File: src/rtl/new_flow_notif_queue.sv
// Multi-source new-flow notification queue: arbitrates NUM_SRC requesters into a FWFT FIFO.
// Optional per-source statistics counters are enabled by defining NEW_FLOW_Q_STATS_EN.
`ifndef FLOW_ID_W
`define FLOW_ID_W 16
`endif
`ifndef FLOW_LOOKUP_ENTRY_WIDTH
`define FLOW_LOOKUP_ENTRY_WIDTH 32
`endif
`ifndef ACK_NUM_WIDTH
`define ACK_NUM_WIDTH 32
`endif

module new_flow_notif_queue #(
    parameter int unsigned NUM_SRC  = 2,
    parameter int unsigned DEPTH    = 8,
    parameter int unsigned FLOWID_W = `FLOW_ID_W,
    parameter int unsigned ENTRY_W  = `FLOW_LOOKUP_ENTRY_WIDTH,
    parameter int unsigned ACK_W    = `ACK_NUM_WIDTH,
    parameter int unsigned ARB_MODE = 0,
    localparam int unsigned SRC_W   = (NUM_SRC > 1) ? $clog2(NUM_SRC) : 1,
    localparam int unsigned CNT_W   = $clog2(DEPTH) + 1
) (
    input  logic                        clk,
    input  logic                        rst,
    input  logic [NUM_SRC-1:0]          src_new_flow_val,
    output logic [NUM_SRC-1:0]          src_new_flow_rdy,
    input  logic [NUM_SRC*FLOWID_W-1:0] src_new_flow_flowid,
    input  logic [NUM_SRC*ENTRY_W-1:0]  src_new_flow_lookup_entry,
    input  logic [NUM_SRC*ACK_W-1:0]    src_new_flow_init_ack_num,
    output logic                        new_flow_val,
    input  logic                        new_flow_rdy,
    output logic [FLOWID_W-1:0]         new_flow_flowid,
    output logic [ENTRY_W-1:0]          new_flow_lookup_entry,
    output logic [ACK_W-1:0]            new_flow_init_ack_num,
    output logic [SRC_W-1:0]            new_flow_src,
`ifdef NEW_FLOW_Q_STATS_EN
    output logic [NUM_SRC*32-1:0]       stat_accept_cnt,
    output logic [NUM_SRC*32-1:0]       stat_stall_cnt,
    output logic [CNT_W-1:0]            stat_hwm,
`endif
    output logic [CNT_W-1:0]            q_count,
    output logic                        q_full
);

    localparam int unsigned PTR_W = $clog2(DEPTH);

    typedef struct packed {
        logic [FLOWID_W-1:0] flowid;
        logic [ENTRY_W-1:0]  entry;
        logic [ACK_W-1:0]    ack;
        logic [SRC_W-1:0]    src;
    } entry_t;

    entry_t              mem_q [DEPTH];
    entry_t              wdata_d;
    entry_t              head;
    logic [PTR_W-1:0]    wr_ptr_q, wr_ptr_d, rd_ptr_q, rd_ptr_d;
    logic [CNT_W-1:0]    count_q, count_d;
    logic                full_q, full_d;
    logic [SRC_W-1:0]    rr_ptr_q, rr_ptr_d;
    logic [SRC_W-1:0]    grant_idx, arb_idx;
    logic [NUM_SRC-1:0]  grant;
    logic                any_grant, push, pop;

    logic [FLOWID_W-1:0] in_fid [NUM_SRC];
    logic [ENTRY_W-1:0]  in_ent [NUM_SRC];
    logic [ACK_W-1:0]    in_ack [NUM_SRC];

    for (genvar g = 0; g < NUM_SRC; g++) begin : g_unpack
        assign in_fid[g] = src_new_flow_flowid[g*FLOWID_W +: FLOWID_W];
        assign in_ent[g] = src_new_flow_lookup_entry[g*ENTRY_W +: ENTRY_W];
        assign in_ack[g] = src_new_flow_init_ack_num[g*ACK_W +: ACK_W];
    end

    // Rotating search from rr_ptr in round-robin mode, plain index order in fixed priority.
    always_comb begin
        grant     = '0;
        grant_idx = '0;
        arb_idx   = '0;
        any_grant = 1'b0;
        for (int k = 0; k < NUM_SRC; k++) begin
            arb_idx = (ARB_MODE == 0) ? SRC_W'((int'(rr_ptr_q) + k) % NUM_SRC) : SRC_W'(k);
            if (!any_grant && src_new_flow_val[arb_idx]) begin
                any_grant        = 1'b1;
                grant_idx        = arb_idx;
                grant[arb_idx]   = 1'b1;
            end
        end
    end

    assign src_new_flow_rdy = rst ? '0 : (grant & {NUM_SRC{!full_q}});

    always_comb begin
        push     = any_grant && !full_q && !rst;
        pop      = (count_q != '0) && new_flow_rdy;
        wdata_d  = '{flowid: in_fid[grant_idx], entry: in_ent[grant_idx],
                     ack: in_ack[grant_idx], src: grant_idx};
        wr_ptr_d = wr_ptr_q + PTR_W'(push);
        rd_ptr_d = rd_ptr_q + PTR_W'(pop);
        count_d  = count_q + CNT_W'(push) - CNT_W'(pop);
        full_d   = (count_d == CNT_W'(DEPTH));
        rr_ptr_d = rr_ptr_q;
        if (ARB_MODE == 0 && push) begin
            rr_ptr_d = (grant_idx == SRC_W'(NUM_SRC - 1)) ? '0 : grant_idx + 1'b1;
        end
    end

    always_ff @(posedge clk) begin
        if (rst) begin
            wr_ptr_q <= '0;
            rd_ptr_q <= '0;
            count_q  <= '0;
            full_q   <= 1'b0;
            rr_ptr_q <= '0;
        end else begin
            wr_ptr_q <= wr_ptr_d;
            rd_ptr_q <= rd_ptr_d;
            count_q  <= count_d;
            full_q   <= full_d;
            rr_ptr_q <= rr_ptr_d;
        end
    end

    // Storage needs no reset: head outputs are forced to zero whenever the queue is empty.
    always_ff @(posedge clk) begin
        if (push) begin
            mem_q[wr_ptr_q] <= wdata_d;
        end
    end

    assign new_flow_val          = (count_q != '0);
    assign head                  = new_flow_val ? mem_q[rd_ptr_q] : '0;
    assign new_flow_flowid       = head.flowid;
    assign new_flow_lookup_entry = head.entry;
    assign new_flow_init_ack_num = head.ack;
    assign new_flow_src          = head.src;
    assign q_count               = count_q;
    assign q_full                = full_q;

`ifdef NEW_FLOW_Q_STATS_EN
    logic [NUM_SRC*32-1:0] acc_q, acc_d, stall_q, stall_d;
    logic [CNT_W-1:0]      hwm_q, hwm_d;

    always_comb begin
        acc_d   = acc_q;
        stall_d = stall_q;
        for (int i = 0; i < NUM_SRC; i++) begin
            if (src_new_flow_val[i] && src_new_flow_rdy[i]) begin
                acc_d[i*32 +: 32] = acc_q[i*32 +: 32] + 32'd1;
            end
            if (src_new_flow_val[i] && !src_new_flow_rdy[i]) begin
                stall_d[i*32 +: 32] = stall_q[i*32 +: 32] + 32'd1;
            end
        end
        hwm_d = (count_d > hwm_q) ? count_d : hwm_q;
    end

    always_ff @(posedge clk) begin
        if (rst) begin
            acc_q   <= '0;
            stall_q <= '0;
            hwm_q   <= '0;
        end else begin
            acc_q   <= acc_d;
            stall_q <= stall_d;
            hwm_q   <= hwm_d;
        end
    end

    assign stat_accept_cnt = acc_q;
    assign stat_stall_cnt  = stall_q;
    assign stat_hwm        = hwm_q;
`endif

endmodule

File: config.mk
export PLATFORM = sky130hd
export DESIGN_NAME = new_flow_notif_queue
export DESIGN_NICKNAME = d
export VERILOG_FILES = /design/src/rtl/new_flow_notif_queue.sv
export SDC_FILE = /design/constraint.sdc
export NUM_CORES = 1
export LEC_CHECK = 0
export ABC_AREA = 1
export CORE_MARGIN = 2
export CORE_UTILIZATION = 49
export CTS_CLUSTER_DIAMETER = 100
export DETAILED_ROUTE_END_ITERATION = 16
export PLACE_DENSITY = 0.7
export SYNTH_ARGS = -nofsm -noshare
export SYNTH_HDL_FRONTEND = slang
export SYNTH_SLANG_ARGS = --single-unit
File: constraint.sdc
create_clock -name clk -period 5.32 [get_ports clk]
set_clock_uncertainty 0.2 [all_clocks]
set_input_delay 1.064 -clock clk [delete_from_list [all_inputs] [get_ports clk]]
set_output_delay 1.064 -clock clk [all_outputs]
set_load 0.05 [all_outputs]
## Word-level counts from Yosys, hierarchy flattened

Memories as Yosys holds them, arrays and structs flattened. A register that Yosys moved wholly into a read port is not among the register bits.
Cells that the tools add are included.

- Bits in registers: 12
- Memory bits (writable): 648
- Output and inout bits: 89
- Memories: 1
- Word-level logic and storage cells: 60
- Input port bits: 165

Memory list:

| name | depth | bits a word | read ports | clocked after Yosys merged registers in | write ports | line | source |
|---|---|---|---|---|---|---|---|
| mem_q | 8 | 81 | 1 | 1 | 1 | 54 | `entry_t mem_q [DEPTH];` |

- $add $sub $neg: 6
- Multiplexer cells: 29
- Magnitude comparators: 5
- Equal/unequal tests: 1
- Bitwise logic cells: 3
- Reduce and logical (&&, ||, !) cells: 10

Operators with widths:

| operator | number |
|---|---|
| $mux W32 | 6 |
| $mux W81 | 1 |
| $mux W16 | 3 |
| $mux W1 | 13 |
| $add A3 B1 Y3 | 2 |
| $logic_and A1 B1 Y1 | 6 |
| $mux W2 | 3 |
| $add A4 B1 Y4 | 1 |
| $eq A4 B4 Y1 const B | 1 |
| $lt A1 B2 Y1 const B | 2 |
| $reduce_bool A4 Y1 | 1 |
| $sub A4 B1 Y4 | 1 |
| $logic_not A1 Y1 | 3 |
| $mux W3 | 1 |
| $add A1 B1 Y1 const B | 2 |
| $and A2 B2 Y2 | 1 |
| $demux W1 S1 | 2 |
| $ge A1 B1 Y1 const B | 2 |
| $ge A2 B2 Y1 const B | 1 |
| $not A1 Y2 | 1 |
| $or A2 B2 Y2 | 1 |

## Longest topological paths before layout

- Depth after elaboration: 11
- Mapped depth: 11
- Gate-level depth less buffers: 11

## Worst setup path before layout

OpenSTA, ideal clock, no wires.

- Path kind: in2reg
- Start point: input rst
- End point: memory mem_q[0][0] (netlist bit) (enable)
- Path slack: -0.441 ns
- Library setup time: 0.521 ns
- Buffers on the path: 0
- Data required time: 4.599 ns
- Stages on the path: 4
- Arrival time: 5.040 ns
- Path through: nor2_1 > o21ai_0 > or2_2 > nor2_1

- Cells in the longest elaborated chain, start to end: 4

RTL lines:

| what | line | source |
|---|---|---|
| from (decl) | 24 | `input logic rst,` |
| $logic_not A1 Y1 | 94 | `push = any_grant && !full_q && !rst;` |
| $logic_and A1 B1 Y1 | 94 |  |
| $mux W1 | 126 | `if (push) begin` |
| $mux W1 (implied by the code) | 127 | `mem_q[wr_ptr_q] <= wdata_d;` |
| to (decl) | 54 |  |

No other way between the ends.

==> flow_metrics.env <==
export IMPL_core_area_sq_um=60200
export IMPL_p_leak_uw=0.0158
export IMPL_cp_max_fo=58
export IMPL_final_antenna_net_count=0
export IMPL_synth_cell_types=24
export IMPL_cts_setup_buffers=0
export IMPL_ys_ff_latch=660
export IMPL_cts_max_level=3
export IMPL_worst_endpoint_required_ns=4.06
export IMPL_grt_pass1_vias=19500
export IMPL_slew_violations=0
export IMPL_fmax_mhz=209
export IMPL_die_y_um=251
export IMPL_final_cell_mix="nand2_1 (1057), inv_1 (667), edfxtp_1 (648), nand3_1 (409), clkdlybuf4s50_1 (252)"
export IMPL_crit_arrival_ns=3.52
export IMPL_syn_to_final_growth_pct=18.6
export IMPL_relSlewSlack=0.236
export IMPL_finalCritPeriodShare=0.900
export IMPL_holdWs_ns=0.363
export IMPL_rsz0062_at_grt="no"
export IMPL_vias_per_cell=4.85
export IMPL_cp_start_kind="flop"
export IMPL_detail_route_wl_per_cell_um=16.1
export IMPL_cts_resized=0
export IMPL_final_hold_viol_count=0
export IMPL_overflow=0
export IMPL_synth_area_sq_um=29800
export IMPL_fin_total_pwr_uw=17600
export IMPL_worst_pin_slew_ns=1.15
export IMPL_r2r_slack_ns=2.76
export IMPL_synth_cells=3150
export IMPL_hold_end="rr_ptr_q"
export IMPL_status="finished clean"
export IMPL_powerDensity_nw_per_um2=497
export IMPL_routed_wl_um=67600
export IMPL_dp_hpwl_um=34700
export IMPL_insertion_delay_ns=0.59
export IMPL_ys_seq_area_frac=0.661
export IMPL_num_antenna_cells=0
export IMPL_antenna_found_initial=0
export IMPL_grt_first_pass_wirelength_um=106000
export IMPL_cts_buffers=71
export IMPL_min_path_type="reg2reg"
export IMPL_cts_tree="done"
export IMPL_final_setup_worst_slack_ns=0.535
export IMPL_syn_nets=3325
export IMPL_remaining_drc_errors=0
export IMPL_gp_congestion=0.724
export IMPL_die_area_sq_um=62800
export IMPL_io_pins=254
export IMPL_drv_cap=0
export IMPL_place_port_buffers=253
export IMPL_reg2reg_depth=11
export IMPL_placementRows=90
export IMPL_holdCritStartpoint="rr_ptr_q"
export IMPL_firstDrtPassIters=5
export IMPL_cts_sinks=660
export IMPL_drive_gt1_frac=0.0402
export IMPL_r2r_start="q_count[2]"
export IMPL_grt_max_degree=171
export IMPL_path_clk_slew_ns=0.06
export IMPL_grtUsageTotal=0.217
export IMPL_ir_drop_uv=395
export IMPL_mostFrequentLayoutCell="nand2_1"
export IMPL_period_needed_ns=4.79
export IMPL_root_buffer="clkbuf_16"
export IMPL_worstHoldPathCells=2
export IMPL_rr_endpoint="q_full"
export IMPL_crit_type="reg2out"
export IMPL_yosysWarnings=0
export IMPL_critPathCaptureType="output port"
export IMPL_pre_cts_slack_ns=0.946
export IMPL_start_util=0.495
export IMPL_dr_total_vias=20300
export IMPL_final_setup_tns_ns=0
export IMPL_syn_avg_cell_area_sq_um=9.47
export IMPL_drt_iter0_markers=1350
export IMPL_dieWidth_um=251
export IMPL_nets=3536
export IMPL_holdBufCountCts=0
export IMPL_cts_max_path_buffers=3
export IMPL_place_area_sq_um=33200
export IMPL_setup_viol=0
export IMPL_design_area_sq_um=35400
## stage by stage
stage	util	std cells
floorplan	-	3150
global placement	0.552	4070
detailed placement	0.552	4070
CTS	0.587	4191
global route	0.587	4191
finish	0.587	4191
## Yosys cell counts
| master | instances | area share |
|---|---|---|
| nand4_1 | 1 | 0.00021 |
| dfxtp_1 | 12 | 0.0081 |
| nor2_1 | 185 | 0.023 |
| xor2_1 | 1 | 0.00029 |
| clkinv_2 | 1 | 0.00017 |
| buf_6 | 3 | 0.0011 |
| inv_1 | 667 | 0.084 |
| a21boi_0 | 1 | 0.00025 |
| or2_2 | 1 | 0.00021 |
| buf_2 | 80 | 0.013 |
| o21ai_2 | 1 | 0.00029 |
| xnor2_1 | 2 | 0.00059 |
| clkbuf_1 | 45 | 0.0057 |
| nor3_1 | 1 | 0.00017 |
| inv_2 | 1 | 0.00013 |
| ha_1 | 9 | 0.0038 |
| nand2_1 | 1058 | 0.13 |
| nand3_1 | 409 | 0.069 |
| buf_4 | 3 | 0.00076 |
| inv_4 | 1 | 0.00021 |
| o21ai_0 | 1 | 0.00017 |
| edfxtp_1 | 648 | 0.65 |
| buf_1 | 18 | 0.0023 |
| fa_1 | 1 | 0.00067 |
## power breakdown
group | total, uW | internal (uW) | switching (uW)
clock | 4620 | 2740 | 1880
combinational | 6720 | 1950 | 4770
sequential | 6230 | 6130 | 101
total | 17600 | 10800 | 6750
## cell families (layout without fill, tap and decap cells)
group                    count (synthesis)  in the layout  synth area share
XOR/XNOR                                 3              3          0.000881
adder cells (fa/ha/maj)                 10             10           0.00445
buffers and inverters                  819           1078             0.108
AO/OA/AOI/OAI                            3              3          0.000713
AND/OR/NAND/NOR                       1655           1655             0.226
flip-flops                             660            660             0.661
## worst max-delay path: stages (launching register included)
cell             delay [ns]
dfxtp_4                0.69
buf_4                  0.72
nand3_1                0.16
nand2_1                0.11
nor2_1                 0.04
nor2_1                 0.29
clkdlybuf4s50_1        0.87
## layer usage
metal,global-route usage,share of wire,up-vias
met2,0.370,0.48,541
met1,0.289,0.44,9481
met3,0.0346,0.059,75
li1,-,-,10200
met5,0,0,-
met4,0.0582,0.015,0
## flip-flops by register name, indices dropped and copies added (netlist names)
| register | flops |
|---|---|
| mem_q | 648 |
| wr_ptr_q | 3 |
| q_count | 4 |
| q_full | 1 |
| rr_ptr_q | 1 |
| rd_ptr_q | 3 |
## area by class of cell
| type | instances | area, sq um |
|---|---|---|
| fillers | 4914 | 24900 |
| repair buffers | 287 | 3020 |
| clock inverters | 29 | 255 |
| well taps | 782 | 978 |
| flip-flops and latches | 660 | 19700 |
| clock buffers | 92 | 1900 |
| inverters | 670 | 2530 |
| multi-input cells | 1671 | 6990 |
## worst max path at each step
stage	cells past startpoint	endpoint	startpoint	slack, ns
floorplan	4	mem_q[0][0]	rst	-0.44
global placement	5	src_new_flow_rdy[1]	rst	0.97
detailed placement	5	src_new_flow_rdy[1]	rst	0.95
CTS	6	new_flow_init_ack_num[0]	rd_ptr_q[1]	0.52
global route	8	new_flow_init_ack_num[24]	rd_ptr_q[0]	0.41
finish	6	new_flow_init_ack_num[8]	rd_ptr_q[1]	0.53
Power figures use the tool's default switching activity.
